--- src/rtl/sfu_ctrl.sv ---
`default_nettype none
// ============================================================================
//  Module   : sfu_ctrl
//  Function : Sequencer for the SFU/PMEM datapath. A store moves NUM_OUT
//             OFIFO entries through the SFU bypass path into one PMEM
//             kernel-position slice. An accumulate sweeps every output pixel,
//             sums its NUM_KIJ partial sums in the SFU, applies ReLU and
//             writes the result above the partial-sum region.
//  Revision : 1.0  initial release
// ============================================================================
module sfu_ctrl #(
    parameter int NUM_OUT = 16,
    parameter int NUM_KIJ = 9,
    parameter int ADDR_BW = 11
) (
    input  logic               clk,
    input  logic               reset,
    input  logic               start_store,
    input  logic [3:0]         kij_idx,
    input  logic               start_acc,
    input  logic               ofifo_valid,
    output logic               ofifo_rd,
    output logic               sfu_bypass,
    output logic               sfu_acc,
    output logic               pmem_ren,
    output logic               pmem_wen,
    output logic [ADDR_BW-1:0] pmem_addr,
    output logic               busy,
    output logic               done,
    output logic               err
);

    localparam int CNT_W = $clog2(NUM_OUT + 1);
    localparam int O_W   = (NUM_OUT > 1) ? $clog2(NUM_OUT) : 1;
    localparam int K_W   = (NUM_KIJ > 1) ? $clog2(NUM_KIJ) : 1;

    localparam logic [2:0] IDLE     = 3'd0;
    localparam logic [2:0] ST_RUN   = 3'd1;
    localparam logic [2:0] ST_DRAIN = 3'd2;
    localparam logic [2:0] A_READ   = 3'd3;
    localparam logic [2:0] A_LAST   = 3'd4;
    localparam logic [2:0] A_RELU   = 3'd5;
    localparam logic [2:0] A_WRITE  = 3'd6;
    localparam logic [2:0] DONE     = 3'd7;

    // Result region sits directly above the NUM_KIJ partial-sum slices.
    localparam logic [ADDR_BW-1:0] c_RES_BASE = ADDR_BW'(NUM_KIJ * NUM_OUT);

    logic [2:0]         state_q, state_d;
    logic [CNT_W-1:0]   cnt_q,   cnt_d;
    logic [O_W-1:0]     o_q,     o_d;
    logic [K_W-1:0]     k_q,     k_d;
    logic [ADDR_BW-1:0] base_q,  base_d;
    logic               drain_q, drain_d;
    logic               err_q,   err_d;

    // Store pipeline: pop stage -> bypass stage -> write stage.
    logic               byp_q;
    logic               wr_q;
    logic [ADDR_BW-1:0] paddr_q;
    logic [ADDR_BW-1:0] waddr_q;

    logic               w_pop;
    logic               w_kij_ok;

    assign w_pop    = (state_q == ST_RUN) && ofifo_valid;
    assign w_kij_ok = (32'(kij_idx) < NUM_KIJ);

    // Next-state and counter control for both the store and accumulate flows.
    always_comb begin
        state_d = state_q;
        cnt_d   = cnt_q;
        o_d     = o_q;
        k_d     = k_q;
        base_d  = base_q;
        drain_d = drain_q;
        err_d   = 1'b0;
        case (state_q)
            IDLE: begin
                // A store request takes priority; a simultaneous acc is dropped.
                if (start_store) begin
                    if (w_kij_ok) begin
                        state_d = ST_RUN;
                        cnt_d   = '0;
                        drain_d = 1'b0;
                        base_d  = ADDR_BW'(kij_idx) * ADDR_BW'(NUM_OUT);
                    end else begin
                        err_d = 1'b1;
                    end
                end else if (start_acc) begin
                    state_d = A_READ;
                    o_d     = '0;
                    k_d     = '0;
                end
            end
            ST_RUN: begin
                if (ofifo_valid) begin
                    cnt_d = cnt_q + CNT_W'(1);
                    if (cnt_q == CNT_W'(NUM_OUT - 1)) begin
                        state_d = ST_DRAIN;
                        drain_d = 1'b0;
                    end
                end
            end
            ST_DRAIN: begin
                // Two cycles let the last popped entry reach the PMEM write.
                if (drain_q) begin
                    state_d = DONE;
                end else begin
                    drain_d = 1'b1;
                end
            end
            A_READ: begin
                if (k_q == K_W'(NUM_KIJ - 1)) begin
                    k_d     = '0;
                    state_d = A_LAST;
                end else begin
                    k_d = k_q + K_W'(1);
                end
            end
            A_LAST:  state_d = A_RELU;
            A_RELU:  state_d = A_WRITE;
            A_WRITE: begin
                if (o_q == O_W'(NUM_OUT - 1)) begin
                    o_d     = '0;
                    state_d = DONE;
                end else begin
                    o_d     = o_q + O_W'(1);
                    state_d = A_READ;
                end
            end
            DONE:    state_d = IDLE;
            default: state_d = IDLE;
        endcase
    end

    // Control state registers; reset aborts any operation in progress.
    always_ff @(posedge clk or negedge reset) begin
        if (!reset) begin
            state_q <= IDLE;
            cnt_q   <= '0;
            o_q     <= '0;
            k_q     <= '0;
            base_q  <= '0;
            drain_q <= 1'b0;
            err_q   <= 1'b0;
        end else begin
            state_q <= state_d;
            cnt_q   <= cnt_d;
            o_q     <= o_d;
            k_q     <= k_d;
            base_q  <= base_d;
            drain_q <= drain_d;
            err_q   <= err_d;
        end
    end

    // Store pipeline: each pop becomes a bypass one cycle later and a write two cycles later.
    always_ff @(posedge clk or negedge reset) begin
        if (!reset) begin
            byp_q   <= 1'b0;
            wr_q    <= 1'b0;
            paddr_q <= '0;
            waddr_q <= '0;
        end else begin
            byp_q <= w_pop;
            wr_q  <= byp_q;
            if (w_pop) begin
                paddr_q <= base_q + ADDR_BW'(cnt_q);
            end
            if (byp_q) begin
                waddr_q <= paddr_q;
            end
        end
    end

    // Output decode from state and the store pipeline.
    always_comb begin
        ofifo_rd   = w_pop;
        sfu_bypass = byp_q;
        sfu_acc    = ((state_q == A_READ) && (k_q != '0)) || (state_q == A_LAST);
        pmem_ren   = (state_q == A_READ);
        pmem_wen   = wr_q || (state_q == A_WRITE);
        pmem_addr  = '0;
        if (state_q == A_READ) begin
            pmem_addr = ADDR_BW'(k_q) * ADDR_BW'(NUM_OUT) + ADDR_BW'(o_q);
        end else if (state_q == A_WRITE) begin
            pmem_addr = c_RES_BASE + ADDR_BW'(o_q);
        end else if (wr_q) begin
            pmem_addr = waddr_q;
        end
        busy = (state_q != IDLE);
        done = (state_q == DONE);
        err  = err_q;
    end

endmodule
`default_nettype wire

--- config.mk ---
export PLATFORM = sky130hd
export DESIGN_NAME = sfu_ctrl
export DESIGN_NICKNAME = d
export VERILOG_FILES = /design/src/rtl/sfu_ctrl.sv
export SDC_FILE = /design/constraint.sdc
export NUM_CORES = 1
export LEC_CHECK = 0
export CAP_MARGIN = 20
export CORE_UTILIZATION = 57
export CTS_BUF_LIST = sky130_fd_sc_hd__clkbuf_2 sky130_fd_sc_hd__clkbuf_4 sky130_fd_sc_hd__clkbuf_8
export CTS_CLUSTER_DIAMETER = 50
export DETAILED_ROUTE_END_ITERATION = 10
export PLACE_DENSITY = 0.85
export SKIP_CTS_REPAIR_TIMING = 1
export SLEW_MARGIN = 20
export SYNTH_ARGS = -nofsm -noshare
export SYNTH_HDL_FRONTEND = slang
export SYNTH_SLANG_ARGS = --single-unit
--- constraint.sdc ---
create_clock -name clk -period 1.9 [get_ports clk]
set_input_delay 0.57 -clock clk [delete_from_list [all_inputs] [get_ports clk]]
set_output_delay 0.57 -clock clk [all_outputs]
set_load 0.01 [all_outputs]
# == After elaboration in Yosys (flattened, before gate mapping) ==
# Index checks and enable logic that the tools add are counted.
# classes
add_sub_neg,6
n_reduce_logical,17
mux,30
eq_ne,20
n_lt_le_gt_ge,1
# ops
operator,count
11-bit 2-to-1 mux,3
3-bit 2-to-1 mux,8
3-bit case mux with 8 select lines,1
4-bit 2-to-1 mux,4
4-bit case mux with 2 select lines,2
5-bit 2-to-1 mux,3
3-bit equality test (second input constant),4
2-bit inequality test (second input constant),6
5-bit case mux with 2 select lines,1
8-bit by 4-bit adder with 9-bit output,1
8-bit by 4-bit adder with 9-bit output (first input constant),1
8-bit by 5-bit adder with 9-bit output,1
3-bit AND reduction,3
4-bit by 1-bit adder with 4-bit output (second input constant),2
4-bit equality test (second input constant),2
1-bit 2-to-1 mux,7
3-bit by 2-bit equality test with 1-bit output (second input constant),2
3-bit inequality test (second input constant),2
6-bit AND reduction,1
2-bit nonzero test,3
3-bit nonzero test,2
5-bit by 1-bit adder with 5-bit output (second input constant),1
5-bit by 4-bit equality test with 1-bit output (second input constant),1
5-bit AND reduction,1
9 further kinds,12
# totals
reg_bits,46
out_inout_bits,19

# == Logic depth before layout (Yosys ltp) ==
# Gate-level depths: netlist of run 1.
# logic_depth
ltp_word,4
ltp_mapped,8
ltp_nobuf,7

# == Least setup slack after synthesis of run 1 ==
# OpenSTA, ideal clock, no wires.
# synth_path
kind,register to output
startpoint,reg state_q[0]
endpoint,out pmem_addr[6]
path_stages_with_launch,5
path_buffers,1
setup_slack_ps,65
arrival_time_ps,1265
cell_sequence,dfrtp_1 buf_4 xor2_1 nand2_1 a32o_1
# synth_via
elab_chain_len,3
elab_cells_between_ends,4
classes_between,2 x eq/ne; 2 x mux
# synth_rtl
element,line,rtl
"start, declared",49,"logic [2:0] state_q, state_d;"
"start signal, assigned",148,state_q <= state_d;
3-bit equality test,187,end else if (state_q == A_WRITE) begin
11-bit 2-to-1 mux,187,
11-bit 2-to-1 mux (*),185,if (state_q == A_READ) begin
"end, declared",27,"output logic [ADDR_BW-1:0] pmem_addr,"
# Every way passes the cells marked *; elsewhere a longest branch is shown, timed or not.

# == Final worst setup path of run 1 ==
# Ends and elaborated chain as after synthesis.

==> metrics.md, run 1 <==
| Metric | Value |
|---|---|
| Status | finished, violations left |
| Failing checks | negative setup slack |
| Crit path required time | around 1.3 ns |
| Peak VDD IR | 852 uV |
| Crit Path Class | flip-flop to output port |
| # fillers | 203 |
| CP Launch Type | flip-flop |
| RSZ-0062 raised after global routing | true |
| Clock sink total | 42 |
| Yosys top cell by area | dfrtp_1 |
| FF-to-FF Start | state_q[2] |
| Pleak | 0.00141 uW |
| Worst path slowest cell | dfrtp_2 |
| Overflow after GRT | 0 |
| Design area | between 0.002 and 0.003 mm2 |
| Die Wd | approximately 63 um |
| H-tree levels | 2 |
| Yosys top cell area share | between 40% and 50% |
| GRT Util Overall | a little over a quarter |
| Post-DP Area | 0.00258 mm2 |
| Top post-synthesis cells by area | dfrtp_1 (50%), nand2_1 (6.6%), mux2_2 (4.8%) |
| WL per Instance | between 15 and 20 um |
| Max-cap check violation count | 0 |
| Critical Path Fanout Max | 4 |
| Least-Margin Pin Slew | slightly above 0.5 ns |
| GPL Wtd Cong | roughly 0.8 |
| # diodes | 0 |
| Final Slew Violations | 0 |
| Die Height | 63.0 um |
| Cts bufs inserted | 5 |
| Worst path top cell family by delay | flip-flops |
| Vias in the first global route | ~1800 |
| Fmax | approximately 450 MHz |
| Post-DP HPWL | 3.30 mm |
| Synth Register Bits | between 40 and 50 |
| Worst Reg-to-Reg Cells | 6 |
| Clock Tree Root | clkbuf_8 |
| Largest stage delay, worst path | around 0.45 ns |
| Crit path depth | 6 |
| CTS clk-pin slew, worst paths | 0.08 ns |
| DIE AREA | roughly 0.0040 mm2 |
| Distinct cell type count after synthesis | between 40 and 50 |
| Initial Utilization | between 60 and 70% |
| Worst path arrival time | around 1.7 ns |
| Pre-antenna DRT Iters | 4 |
| Power per cell area | approximately 1600 mW/mm2 |
| Syn Area/Cell | roughly 9.9 um2 |
| FP Rows | 21 |
| Final setup margin | -0.331 ns |
| CTS tree | built |
| Final WL | around 5.2 mm |
| CP most frequent cell | buf_6 |
| DRC | 0 |
| Layout Nets | 293 |
| Worst flop-to-flop path endpoint | base_q[5] |
| Crit share post-route | 117% |
| Initial antenna violation count | 0 |
| Total core area | around 0.0034 mm2 |
| First-pass GRT wire length | 8.00 mm |
| Worst R2R Setup Slack | -0.16 ns |
| Antenna-violating nets left | 0 |
| Ports | 28 |
| Cells after Synth | approximately 210 |
| Via count | around 1900 |
| Setup TNS | -2.87 ns |
| Largest net degree at the start of global routing | 43 |
| Critical Path Sink Type | output port |
| Synthesized area | approximately 0.0021 mm2 |
| Clock Path Buffers | 2 |
| Via density per instance | ~5.8 |
| Ys Warns | 0 |
| Sequential element share of the synthesized area | about half |
| Port Buffers | 25 |
| Max-slew headroom | roughly 66% |
| WP buf/inv | 3 |
| Final Setup Violations | 23 |
| Worst-Skew Late Latency | ~0.30 ns |
| Cells along the critical path | xor2_2 -> nand2_2 -> buf_6 -> buf_6 -> a32o_1 -> buf_2 |
| Fin crit period | between 2 and 2.5 ns |
| Clock skew | 0.00613 ns |
| Layout cells sized above 1 | between 30 and 40% |
| HP Class | input port to async pin |
| Number of DRC markers in iteration 0 | ~110 |
| Hold Vio Cnt, Final | 0 |
| Area Overhead vs Synth | 34.1% |
-- flip-flops by register name (all words and copies together) (netlist names) --
register and cells:
waddr_q 9, err 1, k_q 4, drain_q 1, wr_q 1, cnt_q 5, paddr_q 9, o_q 4
state_q 3, sfu_bypass 1, base_q 4
-- layout by cell type (no fill, tap or decap), types with 8 or more instances in the layout --
master and n:
o21ai_1 9, dfrtp_1 40, o21ai_0 12, mux2_2 9, buf_6 10, nor2_1 8
nand2_1 35, buf_4 34, nand3_1 13, buf_2 10
-- metrics by stage --
step | hold slack (ns) | utilization (%) | setup slack (ns) | cells | total power (uW)
floorplan | 0.274 | - | 0.0652 | 215 | 2630
detailed placement | 0.467 | 75.1 | -0.545 | 304 | 3510
global placement | 0.453 | 75.1 | -0.565 | 304 | 3420
CTS | 0.346 | 77.8 | -0.585 | 312 | 4120
finish | 0.329 | 82.6 | -0.331 | 324 | 4570
global route | 0.378 | 82.6 | -0.355 | 324 | 4870
-- final cells by class --
type                    count  area, um2  share of cell area [%]
multi-input cells         154       1070                    37.5
clock inverters             2       12.5                   0.440
flip-flops and latches     42       1050                    37.1
clock buffers               6       82.6                    2.91
inverters                   7       26.3                   0.925
well taps                  46       57.6                    2.03
repair buffers             67        543                    19.1
-- worst max path at each step --
stage	end	from
2_1_floorplan	pmem_addr[6]	state_q[0]
3_3_place_gp	ofifo_rd	ofifo_valid
3_5_place_dp	ofifo_rd	ofifo_valid
4_1_cts	pmem_addr[0]	state_q[2]
5_1_grt	pmem_addr[6]	state_q[0]
6_report	pmem_addr[6]	state_q[0]
-- power breakdown --
| part | total (uW) | switching [uW] | internal [uW] | leakage (uW) |
|---|---|---|---|---|
| clock network | 602 | 310 | 292 | 0.0000472 |
| registers | 1580 | 326 | 1250 | 0.000535 |
| logic | 2390 | 1130 | 1260 | 0.000826 |
-- synthesized netlist by cell type, drive strengths merged --
cell,n
nor2,10
o21ba,1
nand2,37
nand4bb,1
a32o,1
o21ai,21
nand3,14
ha,7
nand2b,2
inv,7
mux2,12
o21a,1
nor3,2
o21bai,1
a31oi,2
nand4,2
a211oi,1
or2,1
a21o,2
dfrtp,42
o2bb2ai,1
nand3b,2
o31a,1
a22o,5
xor2,3
a32oi,1
nor4,1
o22a,1
conb,1
nor2b,2
or4b,2
a22oi,1
xnor2,1
a21oi,5
o31ai,2
and3,3
buf,6
clkbuf,6
mux2i,1
or3,1
and2,1
-- kinds of logic (layout without fill, tap and decap cells) --
family                   count (synthesis)  after routing  share of synthesized area [%]
XOR/XNOR                                 4              4                           1.65
multiplexers                            13             13                           6.85
flip-flops                              42             42                           49.6
other                                    1              2                          0.177
AO/OA/AOI/OAI                           47             47                           14.5
buffers and inverters                   19             82                           4.37
adder cells (fa/ha/maj)                  7              7                           4.13
AND/OR/NAND/NOR                         81             81                           18.7
-- metal layers --
metal	GRT usage, %	part of all wire [%]	up-vias
met5	0	0	-
met2	45.0	53	68
met1	31.2	40	912
met4	11.9	2.8	0
li1	-	-	875
met3	6.75	4.7	16
Power figures use the tool's default switching activity.
==> run 2: changes to the inputs <==
--- a/config.mk
+++ b/config.mk
@@ -6,11 +6,12 @@
 export NUM_CORES = 1
 export LEC_CHECK = 0
 export CAP_MARGIN = 20
-export CORE_UTILIZATION = 57
+export CORE_UTILIZATION = 65
 export CTS_BUF_LIST = sky130_fd_sc_hd__clkbuf_2 sky130_fd_sc_hd__clkbuf_4 sky130_fd_sc_hd__clkbuf_8
 export CTS_CLUSTER_DIAMETER = 50
 export DETAILED_ROUTE_END_ITERATION = 10
-export PLACE_DENSITY = 0.85
+export DONT_BUFFER_PORTS = 1
+export PLACE_DENSITY = 0.84
 export SKIP_CTS_REPAIR_TIMING = 1
 export SLEW_MARGIN = 20
 export SYNTH_ARGS = -nofsm -noshare
==> run 2 against run 1 <==
  * Count of clock-buffer cells in the layout stayed put
  * Sequential power is 5% higher
  * Routed wire length is 5.8% higher
  * Worst setup slack better by 0.084 ns
  * Global-route usage is 2.2 points higher
  * Total power is 6.3% lower
  * Worst hold slack worse by 0.29 ns
  * Die area is 12% lower
  * Critical path type unchanged
  * Register-to-register slack better by 0.07 ns
  * The run still ends with negative setup slack left
  * Final area is 8.9% lower
  * Clock skew is 0.0064 ns higher
==> metrics.md, run 2 (synthesized netlist as in run 1, its figures left out) <==
| Metric | Value |
|---|---|
| RSZ-0062 raised after global routing | true |
| Layout Nets | about 260 |
| DRC | 0 |
| WL per Instance | about 19 um |
| Hold Vio Cnt, Final | 0 |
| Initial Utilization | between 60 and 70% |
| Via density per instance | about 6.4 |
| GRT Util Overall | approximately 29% |
| Port Buffers | 0 |
| Status | finished, violations left |
| Worst Reg-to-Reg Cells | 5 |
| Total core area | between 0.003 and 0.004 mm2 |
| Antenna-violating nets left | 0 |
| Cell Count, Final, Fillers Out | between 200 and 300 |
| Area of the multi-input gates | between 0.001 and 0.0015 mm2 |
| CP Launch Type | flip-flop |
| CTS clk-pin slew, worst paths | 0.12 ns |
| Critical Path Fanout Max | 4 |
| First-pass GRT wire length | about 7.3 mm |
| Worst flop-to-flop path endpoint | base_q[6] |
| Crit Path Class | flip-flop to output port |
| Sequential Area | about 0.0011 mm2 |
| Clock Tree Root | clkbuf_4 |
| Clock Path Buffers | 2 |
| CP startpoint | k_q[0] |
| FP Rows | 20 |
| Post-DP HPWL | 3.23 mm |
| Worst R2R Setup Slack | -0.09 ns |
| # diodes | 0 |
| Fmax | ~470 MHz |
| Post-Place Cells | 260 |
| Via count | about 1900 |
| Fin crit period | 2.15 ns |
| Clock sink total | between 40 and 50 |
| Ports | 28 |
| # fillers | ~160 |
| Pre-antenna DRT Iters | 4 |
| Failing checks | negative setup slack |
| Place WS | roughly 0.040 ns |
| Die Height | just under 60 um |
| Final setup margin | -0.247 ns |
| Die Wd | just under 60 um |
| Initial antenna violation count | 0 |
| Layout cells sized above 1 | between 30% and 40% |
| Clock skew | 0.0126 ns |
| Vias in the first global route | roughly 1600 |
| Largest regs | paddr_q: 9 flops, waddr_q: 9 flops, cnt_q: 5 flops |
| Most frequent cells in the layout | dfrtp_1 (39), nand2_1 (30), buf_4 (25), nand3_1 (14), o21ai_0 (14) |
| Cts bufs inserted | 5 |
| H-tree levels | 2 |
| Power per cell area | roughly 1700 mW/mm2 |
| Max-cap check violation count | 0 |
| GPL Wtd Cong | between 0.8 and 0.9 |
| Area Overhead vs Synth | 22.1% |
| Overflow after GRT | 0 |
| Crit path required time | roughly 1.3 ns |
| CP Capture Point | sfu_acc |
| Crit share post-route | 113% |
| Commonest non-fill, non-tap cell in the layout | dfrtp_1 |
| Worst path arrival time | roughly 1.6 ns |
| Largest net degree at the start of global routing | 43 |
| FF-to-FF Start | state_q[2] |
| Critical Path Sink Type | output port |
| Final Setup Violations | 18 |
| Final WL | around 5.5 mm |
| Final Slew Violations | 0 |
| DIE AREA | 0.00349 mm2 |
| Util after Layout | a little over four fifths |
| Setup TNS | -2.31 ns |
| Peak VDD IR | between 800 and 900 uV |
| Pleak | 0.00122 uW |
| Worst-Skew Late Latency | about 0.35 ns |
| HP Class | input port to async pin |
| CTS tree | built |
| Number of DRC markers in iteration 0 | 171 |
## run 2: cell types whose count changed in the layout (fill, tap and decap cells not counted), sizes merged
| cell | change |
|---|---|
| buf | -23 |
| inv | -1 |
| clkinv | +2 |
| clkbuf | -2 |
| dlymetal6s2s | -2 |
| clkinvlp | +1 |
| clkdlybuf4s50 | -7 |
## run 2: final cells by class
type	instances	area share, %
inverter	7	1.31
timing repair inverter	2	0.580
sequential	42	40.8
tap	44	2.13
multi-input combinational	154	41.9
clock inverter	2	0.532
timing repair buffer	33	11.1
clock buffer	6	1.74
## run 2: per-stage QoR
| stage | total power, uW | hold slack [ns] | instance area [um2] |
|---|---|---|---|
| 2_1_floorplan | 2630 | 0.274 | 2120 |
| 3_3_place_gp | 2990 | 0.275 | 2210 |
| 3_5_place_dp | 3090 | 0.275 | 2210 |
| 4_1_cts | 3540 | -0.116 | 2270 |
| 5_1_grt | 4530 | 0.0196 | 2590 |
| 6_report | 4280 | 0.0369 | 2590 |
## run 2: worst min-delay path by stage
stage | endpoint | slack [ns] | depth (start not counted)
floorplan | base_q[4] | 0.27 | 0
global placement | k_q[0] | 0.28 | 0
detailed placement | k_q[1] | 0.28 | 0
CTS | k_q[3] | -0.12 | 0
global route | paddr_q[4] | 0.02 | 1
finish | k_q[1] | 0.04 | 1
## run 2: routing by layer
metal	part of all wire, %	routed length, um	GRT usage [%]	vias to the layer above
met5	0	0	0	-
met4	3.7	202	10.2	0
met3	6.4	350	7.86	32
met2	50	2770	48.7	101
met1	40	2180	34.9	911
li1	-	-	-	807
## run 2: critical path, cell delays in order, from the launching register on
cell and delay (ns):
dfrtp_1 0.44, inv_1 0.12, ha_1 0.18, nand2b_1 0.08, o21ai_0 0.28, nand2_2 0.13
## run 2: power by group
group | internal, uW | switching (uW) | total (uW) | leakage [uW]
registers | 1250 | 415 | 1660 | 0.000534
clock network | 160 | 301 | 461 | 0.0000356
logic | 1060 | 1100 | 2160 | 0.000652
total | 2470 | 1810 | 4280 | 0.00122
==> run 3: changes to the inputs <==
--- a/config.mk
+++ b/config.mk
@@ -17,3 +17,4 @@
 export SYNTH_ARGS = -nofsm -noshare
 export SYNTH_HDL_FRONTEND = slang
 export SYNTH_SLANG_ARGS = --single-unit
+export TNS_END_PERCENT = 1
==> run 3 against run 2 <==
  * The run still ends with negative setup slack left
  * Clock skew up 0.0091 ns
  * Critical path type unchanged
  * Highest routed layer unchanged
  * First-iteration DRC count up 61%
  * Count of clock-buffer cells in the layout did not move
  * Combinational power shrank 6%
  * Core utilization decreased by 2.3 points
  * Largest cell class unchanged
==> metrics.md, run 3 (synthesized netlist as in run 1, its figures left out) <==
| Metric | Value |
|---|---|
| Clock skew | 0.0217 ns |
| Area Overhead vs Synth | 18.8% |
| Worst Reg-to-Reg Cells | 5 |
| Crit Path Class | flip-flop to output port |
| WP buf/inv | 1 |
| Post-DP HPWL | between 3 and 4 mm |
| Crit path required time | about 1.3 ns |
| Antenna-violating nets left | 0 |
| CP Launch Type | flip-flop |
| Worst path slowest cell | dfrtp_2 |
| Die Height | 59.1 um |
| Initial Utilization | just under 70% |
| First-pass GRT wire length | 7.31 mm |
| RSZ-0062 raised after global routing | true |
| Crit path depth | 5 |
| Pre-antenna DRT Iters | 7 |
| Max-cap check violation count | 0 |
| WL per Instance | a little under 20 um |
| Crit share post-route | 111% |
| Ports | 28 |
| Vias in the first global route | roughly 1600 |
| Status | finished, violations left |
| # diodes | 0 |
| Worst R2R Setup Slack | -0.08 ns |
| Initial antenna violation count | 0 |
| Final Slew Violations | 0 |
| Critical Path Fanout Max | 6 |
| Setup TNS | -2.01 ns |
| Pleak | approximately 0.0012 uW |
| GPL Wtd Cong | ~0.87 |
| Largest net degree at the start of global routing | between 40 and 50 |
| Cells along the critical path | nand2_2 -> nor2_4 -> a21oi_1 -> o21ai_1 -> buf_4 |
| Clock sink total | 42 |
| Most frequent cells in the layout | dfrtp_1 (39), nand2_1 (31), buf_4 (16), nand3_1 (14), o21ai_0 (14) |
| Cts bufs inserted | 5 |
| Layout cells sized above 1 | roughly 28% |
| H-tree levels | 2 |
| Port Buffers | 0 |
| Die Wd | 59.1 um |
| Fmax | around 480 MHz |
| Cell Count, Final, Fillers Out | roughly 280 |
| Largest regs | paddr_q: 9 flops, waddr_q: 9 flops, cnt_q: 5 flops |
| FP Rows | 20 |
| CTS tree | built |
| Failing checks | negative setup slack |
| Via density per instance | around 6.5 |
| Worst path top cell family by delay | flip-flops |
| Largest stage delay, worst path | ~0.52 ns |
| Worst flop-to-flop path endpoint | base_q[6] |
| CTS clk-pin slew, worst paths | 0.14 ns |
| DIE AREA | roughly 0.0035 mm2 |
| Post-Place Cells | 260 |
| Critical Path Sink Type | output port |
| HP Class | input port to async pin |
| Worst-Skew Late Latency | between 0.3 and 0.4 ns |
| Clock Tree Root | clkbuf_4 |
| FF-to-FF Start | state_q[2] |
| Power per cell area | ~1600 mW/mm2 |
| Layout Nets | about 250 |
| Commonest non-fill, non-tap cell in the layout | dfrtp_1 |
| Number of DRC markers in iteration 0 | approximately 280 |
| Worst path arrival time | ~1.5 ns |
| Hold Vio Cnt, Final | 0 |
| Peak VDD IR | between 800 and 900 uV |
| Via count | 1828 |
| GRT Util Overall | around 29% |
| Final setup margin | -0.200 ns |
| Overflow after GRT | 0 |
| Final WL | 5.42 mm |
| # fillers | 176 |
| Fin crit period | 2.10 ns |
| Final Setup Violations | 18 |
| Clock Path Buffers | 2 |
| Total core area | 0.00308 mm2 |
| DRC | 0 |
[run 3: cell count changes in the layout (fill, tap and decap cells not counted), sizes merged]
cell,change
buf,-8
[run 3: routing by layer]
| metal | wire (um) | global-route usage (%) | part of all wire, % | vias up |
|---|---|---|---|---|
| met5 | 0 | 0 | 0 | - |
| met4 | 201 | 10.2 | 3.7 | 0 |
| met3 | 418 | 7.86 | 7.7 | 32 |
| met2 | 2750 | 48.7 | 51 | 112 |
| met1 | 2050 | 34.9 | 38 | 895 |
| li1 | - | - | - | 789 |
[run 3: power breakdown]
group | switching [uW] | internal (uW) | total (uW)
sequential | 410 | 1250 | 1660
clock | 295 | 160 | 455
combinational | 1070 | 963 | 2040
total | 1780 | 2370 | 4150
[run 3: layout make-up]
cell class                      instances  area [um2]  area share, %
Clock buffer                            6        45.0           1.79
Multi-Input combinational cell        154        1070           42.5
Timing Repair Buffer                   25         230           9.15
Timing Repair inverter                  2        15.0          0.597
Tap cell                               44        55.1           2.19
Sequential cell                        42        1050           41.9
Clock inverter                          2        13.8          0.547
Inverter                                7        33.8           1.34
[run 3: per-stage QoR]
step,hold slack (ns),total power (uW),util (%),instance area [um2],setup slack (ns)
global route,0.00996,4390,81.7,2520,-0.260
detailed placement,0.275,3090,71.7,2210,0.0398
floorplan,0.274,2630,-,2120,0.0652
CTS,-0.116,3540,73.7,2270,-0.287
global placement,0.275,2990,71.7,2210,0.101
finish,0.0350,4150,81.7,2520,-0.200
[run 3: worst max path at each step]
stage	slack, ns	end	start
2_1_floorplan	0.07	pmem_addr[6]	state_q[0]
3_3_place_gp	0.10	base_q[4]	state_q[2]
3_5_place_dp	0.04	base_q[6]	state_q[2]
4_1_cts	-0.29	pmem_addr[4]	state_q[2]
5_1_grt	-0.26	pmem_addr[4]	state_q[0]
6_report	-0.20	pmem_addr[7]	state_q[2]
